### config.mk
export PLATFORM = sky130hd
export DESIGN_NAME = mux_slot_scheduler_flat
export DESIGN_NICKNAME = d
export VERILOG_FILES = /design/src/rtl/mux_slot_scheduler_if.sv /design/src/rtl/mux_slot_scheduler.sv /design/src/flat_wrapper.sv
export SDC_FILE = /design/constraint.sdc
export NUM_CORES = 1
export LEC_CHECK = 0
export BUFFER_PORTS_ARGS = -buffer_cell sky130_fd_sc_hd__buf_2
export CORE_ASPECT_RATIO = 0.7
export CORE_UTILIZATION = 23
export DETAILED_ROUTE_END_ITERATION = 10
export HOLD_SLACK_MARGIN = 0.06
export PLACE_DENSITY = 0.49
export SYNTH_ARGS = -nofsm -noshare
export SYNTH_HDL_FRONTEND = slang
export SYNTH_SLANG_ARGS = --single-unit
### constraint.sdc
create_clock -name clk -period 2.1 [get_ports clk]
set_clock_uncertainty 0.1 [all_clocks]
set_input_delay 0.21 -clock clk [delete_from_list [all_inputs] [get_ports clk]]
set_output_delay 0.21 -clock clk [all_outputs]
set_load 0.02 [all_outputs]
### src/rtl/mux_slot_scheduler_if.sv
// Bus between the four requesters and the slot scheduler that owns the shared output bit.
// Signalling: req is a level held while a requester wants the output; rel is a one-cycle
// pulse honoured only for the granted index; gnt/sel/y_en/busy/timeout are registered.
interface mux_slot_scheduler_if;
  logic       ena;
  logic [3:0] req;
  logic [3:0] rel;
  logic [3:0] gnt;
  logic [1:0] sel;
  logic       y_en;
  logic       busy;
  logic       timeout;

  modport master (
    output ena, req, rel,
    input  gnt, sel, y_en, busy, timeout
  );

  modport slave (
    input  ena, req, rel,
    output gnt, sel, y_en, busy, timeout
  );
endinterface

### src/rtl/mux_slot_scheduler.sv
// Round-robin time-slot scheduler for a 4:1 shared output: bounded grants of at most
// SLOT_CYCLES cycles, separated by a single turnaround (GAP) cycle.
module mux_slot_scheduler #(
  parameter int unsigned SLOT_CYCLES = 4,
  parameter int unsigned CNT_W       = 8
) (
  input  logic                  clk,
  input  logic                  rst,
  mux_slot_scheduler_if.slave   bus,
  output logic [1:0]            o_dbg_state
);

  typedef enum logic [1:0] {
    S_IDLE  = 2'd0,
    S_GRANT = 2'd1,
    S_GAP   = 2'd2
  } state_t;

  localparam logic [CNT_W-1:0] CNT_LOAD = CNT_W'(SLOT_CYCLES - 1);

  state_t           r_state, w_nxt_state;
  logic [1:0]       r_ptr, w_nxt_ptr;
  logic [1:0]       r_idx, w_nxt_idx;
  logic [CNT_W-1:0] r_cnt, w_nxt_cnt;
  logic [3:0]       r_gnt, w_nxt_gnt;
  logic [1:0]       r_sel, w_nxt_sel;
  logic             r_y_en, w_nxt_y_en;
  logic             r_busy, w_nxt_busy;
  logic             r_timeout, w_nxt_timeout;

  logic [1:0]       w_win;
  logic [1:0]       w_cand;
  logic             w_found;
  logic             w_any;
  logic             w_end_normal;

  // Search starts at r_ptr; in GAP r_ptr already points past the previous owner.
  always_comb begin
    w_win   = r_ptr;
    w_cand  = r_ptr;
    w_found = 1'b0;
    for (int i = 0; i < 4; i++) begin
      w_cand = r_ptr + 2'(i);
      if (!w_found && bus.req[w_cand]) begin
        w_win   = w_cand;
        w_found = 1'b1;
      end
    end
  end

  assign w_any        = |bus.req;
  assign w_end_normal = bus.rel[r_idx] | ~bus.req[r_idx];

  always_comb begin
    w_nxt_state   = r_state;
    w_nxt_ptr     = r_ptr;
    w_nxt_idx     = r_idx;
    w_nxt_cnt     = r_cnt;
    w_nxt_gnt     = r_gnt;
    w_nxt_sel     = r_sel;
    w_nxt_y_en    = r_y_en;
    w_nxt_busy    = r_busy;
    w_nxt_timeout = 1'b0;

    unique case (r_state)
      S_IDLE, S_GAP: begin
        if (w_any) begin
          w_nxt_state = S_GRANT;
          w_nxt_idx   = w_win;
          w_nxt_cnt   = CNT_LOAD;
          w_nxt_gnt   = 4'b0001 << w_win;
          w_nxt_sel   = w_win;
          w_nxt_y_en  = 1'b1;
          w_nxt_busy  = 1'b1;
        end else begin
          w_nxt_state = S_IDLE;
          w_nxt_gnt   = 4'b0000;
          w_nxt_y_en  = 1'b0;
          w_nxt_busy  = 1'b0;
        end
      end
      S_GRANT: begin
        // Release wins over expiry, so a coincident rel never reports a timeout.
        if (w_end_normal || (r_cnt == '0)) begin
          w_nxt_state   = S_GAP;
          w_nxt_ptr     = r_idx + 2'd1;
          w_nxt_gnt     = 4'b0000;
          w_nxt_y_en    = 1'b0;
          w_nxt_busy    = 1'b1;
          w_nxt_timeout = ~w_end_normal;
        end else begin
          w_nxt_cnt = r_cnt - 1'b1;
        end
      end
      default: begin
        w_nxt_state = S_IDLE;
        w_nxt_gnt   = 4'b0000;
        w_nxt_y_en  = 1'b0;
        w_nxt_busy  = 1'b0;
      end
    endcase
  end

  always_ff @(posedge clk) begin
    if (rst) begin
      r_state   <= S_IDLE;
      r_ptr     <= 2'd0;
      r_idx     <= 2'd0;
      r_cnt     <= '0;
      r_gnt     <= 4'b0000;
      r_sel     <= 2'd0;
      r_y_en    <= 1'b0;
      r_busy    <= 1'b0;
      r_timeout <= 1'b0;
    end else if (bus.ena) begin
      r_state   <= w_nxt_state;
      r_ptr     <= w_nxt_ptr;
      r_idx     <= w_nxt_idx;
      r_cnt     <= w_nxt_cnt;
      r_gnt     <= w_nxt_gnt;
      r_sel     <= w_nxt_sel;
      r_y_en    <= w_nxt_y_en;
      r_busy    <= w_nxt_busy;
      r_timeout <= w_nxt_timeout;
    end else begin
      r_timeout <= 1'b0;
    end
  end

  assign bus.gnt     = r_gnt;
  assign bus.sel     = r_sel;
  assign bus.y_en    = r_y_en;
  assign bus.busy    = r_busy;
  assign bus.timeout = r_timeout;
  assign o_dbg_state = r_state;

  a_gnt_onehot0 : assert property (@(posedge clk) disable iff (rst) $onehot0(r_gnt));
  a_y_en_match  : assert property (@(posedge clk) disable iff (rst) r_y_en == (|r_gnt));
  a_sel_match   : assert property (@(posedge clk) disable iff (rst) r_y_en |-> r_gnt[r_sel]);

endmodule

### src/flat_wrapper.sv
// flat-port wrapper written by rule: the top's interface ports become plain ports
module mux_slot_scheduler_flat 
#(
  parameter int unsigned SLOT_CYCLES = 4,
  parameter int unsigned CNT_W       = 8
)
  (clk, rst, o_dbg_state, bus_ena, bus_req, bus_rel, bus_gnt, bus_sel, bus_y_en, bus_busy, bus_timeout);
  mux_slot_scheduler_if bus_i ();
  input  logic clk;
  input  logic rst;
  output logic [1:0] o_dbg_state;
  input wire logic [$bits(bus_i.ena)-1:0] bus_ena;
  input wire logic [$bits(bus_i.req)-1:0] bus_req;
  input wire logic [$bits(bus_i.rel)-1:0] bus_rel;
  output wire logic [$bits(bus_i.gnt)-1:0] bus_gnt;
  output wire logic [$bits(bus_i.sel)-1:0] bus_sel;
  output wire logic [$bits(bus_i.y_en)-1:0] bus_y_en;
  output wire logic [$bits(bus_i.busy)-1:0] bus_busy;
  output wire logic [$bits(bus_i.timeout)-1:0] bus_timeout;
  assign bus_i.ena = bus_ena;
  assign bus_i.req = bus_req;
  assign bus_i.rel = bus_rel;
  assign bus_gnt = bus_i.gnt;
  assign bus_sel = bus_i.sel;
  assign bus_y_en = bus_i.y_en;
  assign bus_busy = bus_i.busy;
  assign bus_timeout = bus_i.timeout;
  mux_slot_scheduler #(.SLOT_CYCLES(SLOT_CYCLES), .CNT_W(CNT_W)) u_core (.clk(clk), .rst(rst), .bus(bus_i), .o_dbg_state(o_dbg_state));
endmodule
* After elaboration in Yosys (flattened, before gate mapping)
Cells that the tools add are included.
** Word-level totals
- Output and inout bits :: 11
- Bits of input ports :: 11
- Register bits after elaboration :: 21
- Word-level logic and storage cells :: 79
** Operators by class
- Magnitude comparators :: 5
- $add $sub $neg :: 5
- Eq/ne operators :: 5
- Bitwise operators :: 6
- Mux-type cells :: 32
- Shift operators :: 1
- Reduce and logical (&&, ||, !) cells :: 17
** Operator list (number)
- 2-to-1 mux 8 bit :: 2
- one-hot mux 8 bit (2 select lines) :: 1
- less-than comparator 2 x 3 -> 1 bit, second input constant :: 5
- 2-to-1 mux 1 bit :: 13
- binary-select mux 1 bit (select 2 bit) :: 6
- logical NOT 8 bit :: 1
- 2-to-1 mux 2 bit :: 4
- 2-to-1 mux 4 bit :: 2
- one-hot mux 4 bit (2 select lines) :: 1
- OR reduction 4 bit :: 2
- subtractor 8 x 1 -> 8 bit, second input constant :: 1
- AND reduction 3 bit :: 2
- NOT 1 bit :: 5
- adder 2 x 1 -> 2 bit, second input constant :: 2
- adder 2 bit, second input constant :: 2
- inequality test 2 x 1 -> 1 bit, second input constant :: 2
- one-hot mux 1 bit (2 select lines) :: 2
- one-hot mux 2 bit (2 select lines) :: 1
- AND reduction 4 bit :: 1
- << shifter 1 x 2 -> 4 bit, first input constant :: 1
- logical AND 1 bit :: 3
- logical NOT 1 bit :: 3
- == test 2 x 1 -> 1 bit, second input constant :: 1
- == test 2 bit, second input constant :: 1
- other kinds (7) :: 7

* Depth between registers and ports, before layout
Gate-level depths: netlist of the first run.
- Depth in word-level cells :: 15
- Gate-level depth with buffers :: 7
- Gate-level depth less buffers :: 7

* Worst setup path before layout of the first run
No wires, ideal clock.
- Path kind :: register to register
- From :: reg u_core.bus.sel[1] (netlist name)
- To :: reg u_core.r_gnt[1] (netlist: u_core.bus.gnt[1])
- Clock period less this slack :: 1.901 ns
- Setup slack :: 0.199 ns
- Data arrival time :: 1.673 ns
- Library setup time :: 0.128 ns
- Stages on the path, launching flop included :: 6
- Buffers on the path :: 1
- Required time :: 1.872 ns
- Cells stage by stage :: dfxtp_1 mux4_2 buf_6 a41o_4 a22oi_1 nor2_1
** RTL lines
- end signal, assigned :: RTL line mux_slot_scheduler.sv:120 : r_gnt <= w_nxt_gnt;
- end, declared :: RTL line mux_slot_scheduler.sv:25 : logic [3:0] r_gnt, w_nxt_gnt;

* Worst setup path in the final report of the first run
- From :: reg u_core.r_cnt[0]
- To :: reg u_core.r_cnt[5]
** On the way
- Longest elaborated chain between the ends :: 4
- Elaborated cells between the ends (all ways) :: 7
- Those cells by class :: add/sub (1); eq/ne (1); mux (2); reduce/logical (3)
** RTL lines
- start, declared :: RTL line mux_slot_scheduler.sv:24 : logic [CNT_W-1:0] r_cnt, w_nxt_cnt;
- start signal, assigned :: RTL line mux_slot_scheduler.sv:119 : r_cnt <= w_nxt_cnt;
- branches (longest 4 deep; another with subtractor 8 x 1 -> 8 bit)
Parallel ways; which one is timed is not known. The select of a mux whose other input is x is not followed.
A chain may end at the register's enable or synchronous reset.

==> flow_summary_export.csv, run 1 <==
group,metric,value,unit
status,status,"complete, no violations",
synth,yosys_register_bits,20,
drt,routed_wl,2402,um
setup_path,worstPathMaxFanout,5,
synth,synth_edf_count,0,
final_layout,nets,158,
synth,yosys.area.top_type,"dfxtp_1",
clock_tree,cts_made_buffers,3,
placement,pre_cts_slack,108.1,ps
sta,fin_crit_sh,93.13,%
clock_tree,cts.sinks,20,
synth,ys_top_cells_by_count,"20 x dfxtp_1, 16 x nor2_1, 8 x a21oi_1",
setup_path,start_kind,"register",
floorplanning,coreArea,4113,um2
synth,ys_top_cells_by_area,"dfxtp_1 39%, nor2_1 5.8%, nor2b_1 4.2%",
clock_tree,cts_root_buf,"clkbuf_8",
drt,drt_first_pass_iters,4,
clock_tree,cts.hold.buffers_added,0,
drt,drtIter0Drc,41,
sta,hold_slack,88.63,ps
setup_path,crit_path_end_kind,"register",
synth,synth_top_area_share,38.83,%
floorplanning,start_util,25.07,%
final_layout,design_area,1287,um2
sta,timing.final.hold_violations,0,
sta,rsz0062_at_grt,"no",
placement,placed_cell_area,1201,um2
drt,drc,0,
clock_tree,cts_tree,"done",
grt,track_usage,10.41,%
grt,grt_overflow_total,0,
flow_run,drv_cap,0,
synth,syn-cell-area,1031,um2
sta,max_freq,511.3,MHz
clock_tree,htree_levels,1,
final_layout,antenna_cells,0,
synth,async_flop_share,0,%
final_layout,final_cells,196,
synth,ys_warn_count,0,
drt,ant_nets,0,
synth,synth_cell_types,37,
clock_tree,cts_resized,0,
synth,yosys_most_used_dff,"dfxtp_1",
grt,grt_pass1_wl,3719,um
placement,place.gp.congestion,0.8160,
clock_tree,post_cts_buffers,0,
sta,worst_slack,144.3,ps
sta,finalCriticalPeriod,1956,ps
setup_path,arrival,2040,ps
clock_tree,insertion_delay,260,ps
final_layout,regArea,400.4,um2
sta,final.setup.tns,0,ps
floorplanning,die_h,58.02,um
floorplanning,pin_count,22,
setup_path,cp.required,2190,ps
drt,dr_total_vias,947,
pwr,power,963.0,uW
sta,tightest_slew,523.7,ps
pwr,ir_worst_vdd,0.2773,mV
pwr,p_leak,0.5306,nW
sta,relSlewSlack,65.01,%
final_layout,nFillCells,415,
sta,setup_violations,0,
final_layout,fin_util,31.31,%
synth,netlist_instances,117,
drt,viasPerCell,4.832,
final_layout,drive_gt1_share,25.69,%
placement,place_inst,190,
sta,report.final.slew_viol_count,0,
grt,antenna_found_initial,0,
floorplanning,rows,19,
placement,port_buffers,21,
floorplanning,die-area,4758,um2
synth,synth_fp_nets,130,
drt,post_drt_wl_per_cell,12.26,um
synth,yosysSeqAreaShare,38.83,%
clock_tree,clkTransAtPathRegs,80,ps
placement,dp_hpwl,1801,um
worst_hold_path,whs_path_depth,2,
grt,grt_pass1_vias,839,
floorplanning,dieWidth,82.02,um
synth,synth_area_per_cell,8.812,um2
worst_hold_path,hp-class,"in2reg",
clock_tree,cts_buffer_depth,2,
setup_path,r2r_cells,7,
pwr,powerDensity,748.0,nW/um2
setup_path,crit_type,"reg2reg",
final_layout,multi_input_area,585.6,um2
grt,grt_start_max_net_pins,16,
synth,yosysMostFrequentCell,"dfxtp_1",
final_layout,syn_to_final_growth,24.88,%
cells by family (layout without fill, tap and decap cells):
logic type	Yosys count	in the layout	synth area share [%]
muxes	1	1	2.184
adders and majority gates	2	2	2.427
AOI/OAI and AO/OA	23	23	16.87
xor gates and xnor gates	6	6	5.097
DFF	20	20	38.83
and+or+nand+nor	56	56	30.22
buffers and inverters	9	36	4.369
path summary, 6_finish.rpt:
path | from | endpoint | slack (ps)
worst max-delay path | u_core.r_cnt[0] | u_core.r_cnt[5] | 140
worst min-delay path | bus_ena | u_core.bus.busy | 90
worst max register to register | u_core.r_cnt[0] | u_core.r_cnt[5] | 140
worst min register to register | u_core.bus.gnt[0] | u_core.bus.gnt[0] | 360
layout make-up:
class                   instances  area share, %
well taps                      52          5.053
clock inverters                 1          2.332
flip-flops and latches         20          31.10
multi-input cells              88          45.48
clock buffers                   3          3.207
repair buffers                 26          11.08
inverters                       6          1.749
registers in the layout, indices dropped and copies added (netlist names):
signal,flops
u_core.bus.y_en,1
u_core.bus.busy,1
u_core.bus.gnt,4
u_core.o_dbg_state,1
u_core.bus.sel,2
u_core.r_cnt,8
u_core.r_ptr,2
u_core.bus.timeout,1
power by group:
group	switching [mW]	internal (mW)	total [mW]
sequential	0.0114	0.397	0.408
combinational	0.0997	0.0678	0.167
clock	0.133	0.254	0.388
total	0.244	0.719	0.963
placed cells by master (no fill, tap or decap), types with 5 or more instances in the layout:
cell	count
buf_2	21
dfxtp_1	20
xor2_1	5
nand2_1	7
nor2_1	16
inv_1	6
a21oi_1	8
nor2b_1	7
buf_4	5
worst max-delay path: stages (launching register included):
cell	delay, ps
dfxtp_1	340
inv_1	80
ha_1	210
nor3b_1	160
a21oi_2	230
nand2_2	120
or4_1	470
a21oi_1	170
routing by layer:
layer	part of all wire [%]	GRT usage, %	vias up
met5	0	0	-
met4	1.5	3.759	0
met3	5.9	2.992	4
met2	43	15.58	26
met1	50	14.20	446
li1	-	-	471
No activity file was read; power rests on OpenSTA's default activity.
==> run 2, diff against run 1 <==
--- a/config.mk
+++ b/config.mk
@@ -9,6 +9,7 @@
 export CORE_ASPECT_RATIO = 0.7
 export CORE_UTILIZATION = 23
 export DETAILED_ROUTE_END_ITERATION = 10
+export GPL_TIMING_DRIVEN = 1
 export HOLD_SLACK_MARGIN = 0.06
 export PLACE_DENSITY = 0.49
 export SYNTH_ARGS = -nofsm -noshare
==> constraint.sdc (replaced) <==
create_clock -name clk -period 1.8 [get_ports clk]
set_clock_uncertainty 0.1 [all_clocks]
set_input_delay 0.18 -clock clk [delete_from_list [all_inputs] [get_ports clk]]
set_output_delay 0.18 -clock clk [all_outputs]
set_load 0.02 [all_outputs]
==> run 2 against run 1 <==
  * Final cell count grew 4.1%
  * Sequential power rose by 17%
  * Global-route usage rose by 1.0 points
  * Critical path type unchanged
  * First-iteration DRC count rose by 4.9%
  * Worst setup slack got worse by 100 ps
  * Die area unchanged
==> flow_summary_export.csv, run 2 (same netlist as run 1, synthesis figures left out) <==
group,metric,value,unit
drt,drtIter0Drc,43,
clock_tree,cts_root_buf,"clkbuf_8",
final_layout,regMostFlops,"u_core.r_cnt",
sta,timing.final.hold_violations,0,
placement,port_buffers,21,
floorplanning,coreArea,4113,um2
grt,grt_start_max_net_pins,16,
clock_tree,cts.sinks,20,
sta,fin_crit_sh,97.54,%
pwr,p_leak,0.5737,nW
drt,maxUsedRoutingLayer,"met4",
drt,wl_met2,1118,um
final_layout,nets,166,
final_layout,design_area,1368,um2
grt,grt_pass1_wl,4064,um
setup_path,start_kind,"register",
worst_hold_path,hp-class,"in2reg",
grt,antenna_found_initial,0,
sta,final.setup.tns,0,ps
drt,post_drt_wl_per_cell,12.56,um
drt,drc,0,
sta,setup_violations,0,
pwr,power,1.147,mW
clock_tree,cts_made_buffers,3,
floorplanning,dieWidth,82.02,um
final_layout,multi_input_area,598.1,um2
drt,ant_nets,0,
drt,wl_met1,1298,um
setup_path,crit_type,"reg2reg",
floorplanning,rows,19,
floorplanning,die-area,4758,um2
clock_tree,clkTransAtPathRegs,80,ps
drt,dr_total_vias,969,
setup_path,crit_path_end_kind,"register",
pwr,ir_worst_vdd,0.2648,mV
pwr,powerDensity,839.1,nW/um2
final_layout,largest_reg_flops,8,
clock_tree,insertion_delay,260,ps
sta,relSlewSlack,71.28,%
setup_path,cp.required,1900,ps
drt,met3_length,123,um
final_layout,regArea,405.4,um2
clock_tree,cts_tree,"done",
grt,track_usage,11.42,%
final_layout,syn_to_final_growth,32.65,%
grt,grt_pass1_vias,852,
sta,max_freq,569.6,MHz
final_layout,drive_gt1_share,34.87,%
placement,place.gp.congestion,0.7943,
floorplanning,pin_count,22,
final_layout,nFillCells,422,
final_layout,final_cells,204,
drt,viasPerCell,4.750,
clock_tree,htree_levels,1,
grt,grt_overflow_total,0,
final_layout,final_cell_mix,"21 x buf_2, 16 x nor2_1, 16 x dfxtp_1",
placement,placed_cell_area,1256,um2
setup_path,worstPathMaxFanout,3,
sta,finalCriticalPeriod,1756,ps
drt,routed_wl,2562,um
placement,place_inst,197,
floorplanning,start_util,25.07,%
status,status,"complete, no violations",
placement,dp_hpwl,1878,um
clock_tree,cts_buffer_depth,2,
setup_path,arrival,1860,ps
sta,tightest_slew,429.8,ps
final_layout,final_common_cell,"buf_2",
flow_run,drv_cap,0,
drt,drt_first_pass_iters,4,
final_layout,antenna_cells,0,
sta,report.final.slew_viol_count,0,
floorplanning,die_h,58.02,um
## run 2: final cells by class
type | count | area share (%)
Sequential cell | 20 | 29.64
Multi-Input combinational cell | 88 | 43.73
Clock buffer | 3 | 3.019
Clock inverter | 1 | 2.196
Tap cell | 52 | 4.758
Inverter | 6 | 1.647
Timing Repair Buffer | 34 | 15.00
## run 2: per-stage QoR
stage	setup slack [ps]	hold WS [ps]	util [%]
3_3_place_gp	33.85	347.2	30.54
6_report	44.27	160.4	33.25
3_5_place_dp	-4.542	335.1	30.54
4_1_cts	1.664	163.7	32.64
5_1_grt	-16.43	193.9	33.25
2_1_floorplan	1.684	146.2	-
## run 2: worst paths after layout
path,to,cells after the start,slack (ps),startpoint
max,u_core.r_cnt[5],7,40,u_core.r_cnt[0]
min,u_core.o_dbg_state[1],2,160,rst
max reg2reg,u_core.r_cnt[5],7,40,u_core.r_cnt[0]
min reg2reg,u_core.bus.gnt[2],2,370,u_core.bus.gnt[2]
## run 2: timing repair
item                       CTS  global route
buffers inserted             0             2
pin swaps                    0             5
hold endpoints to repair     1             0
hold buffers                 1             0
gates cloned                 0             0
resized for setup            1             6
setup endpoints to repair    3             4
## run 2: layer usage
metal | vias up | GRT usage (%)
li1 | 486 | -
met1 | 458 | 17.15
met2 | 22 | 15.70
met3 | 3 | 2.362
met4 | 0 | 4.511
met5 | - | 0
## run 2: critical path, cell delays in order, from the launching register on
cell and delay (ps):
dfxtp_2 340, inv_2 40, ha_1 180, nor3b_2 160, a21oi_2 170, nand2_2 100
or4_4 480, a21oi_2 120
## run 2: where the power goes
group          switching, mW  internal [mW]
Clock                  0.158          0.297
Sequential            0.0145          0.464
Combinational          0.121         0.0920
Total                  0.294          0.854
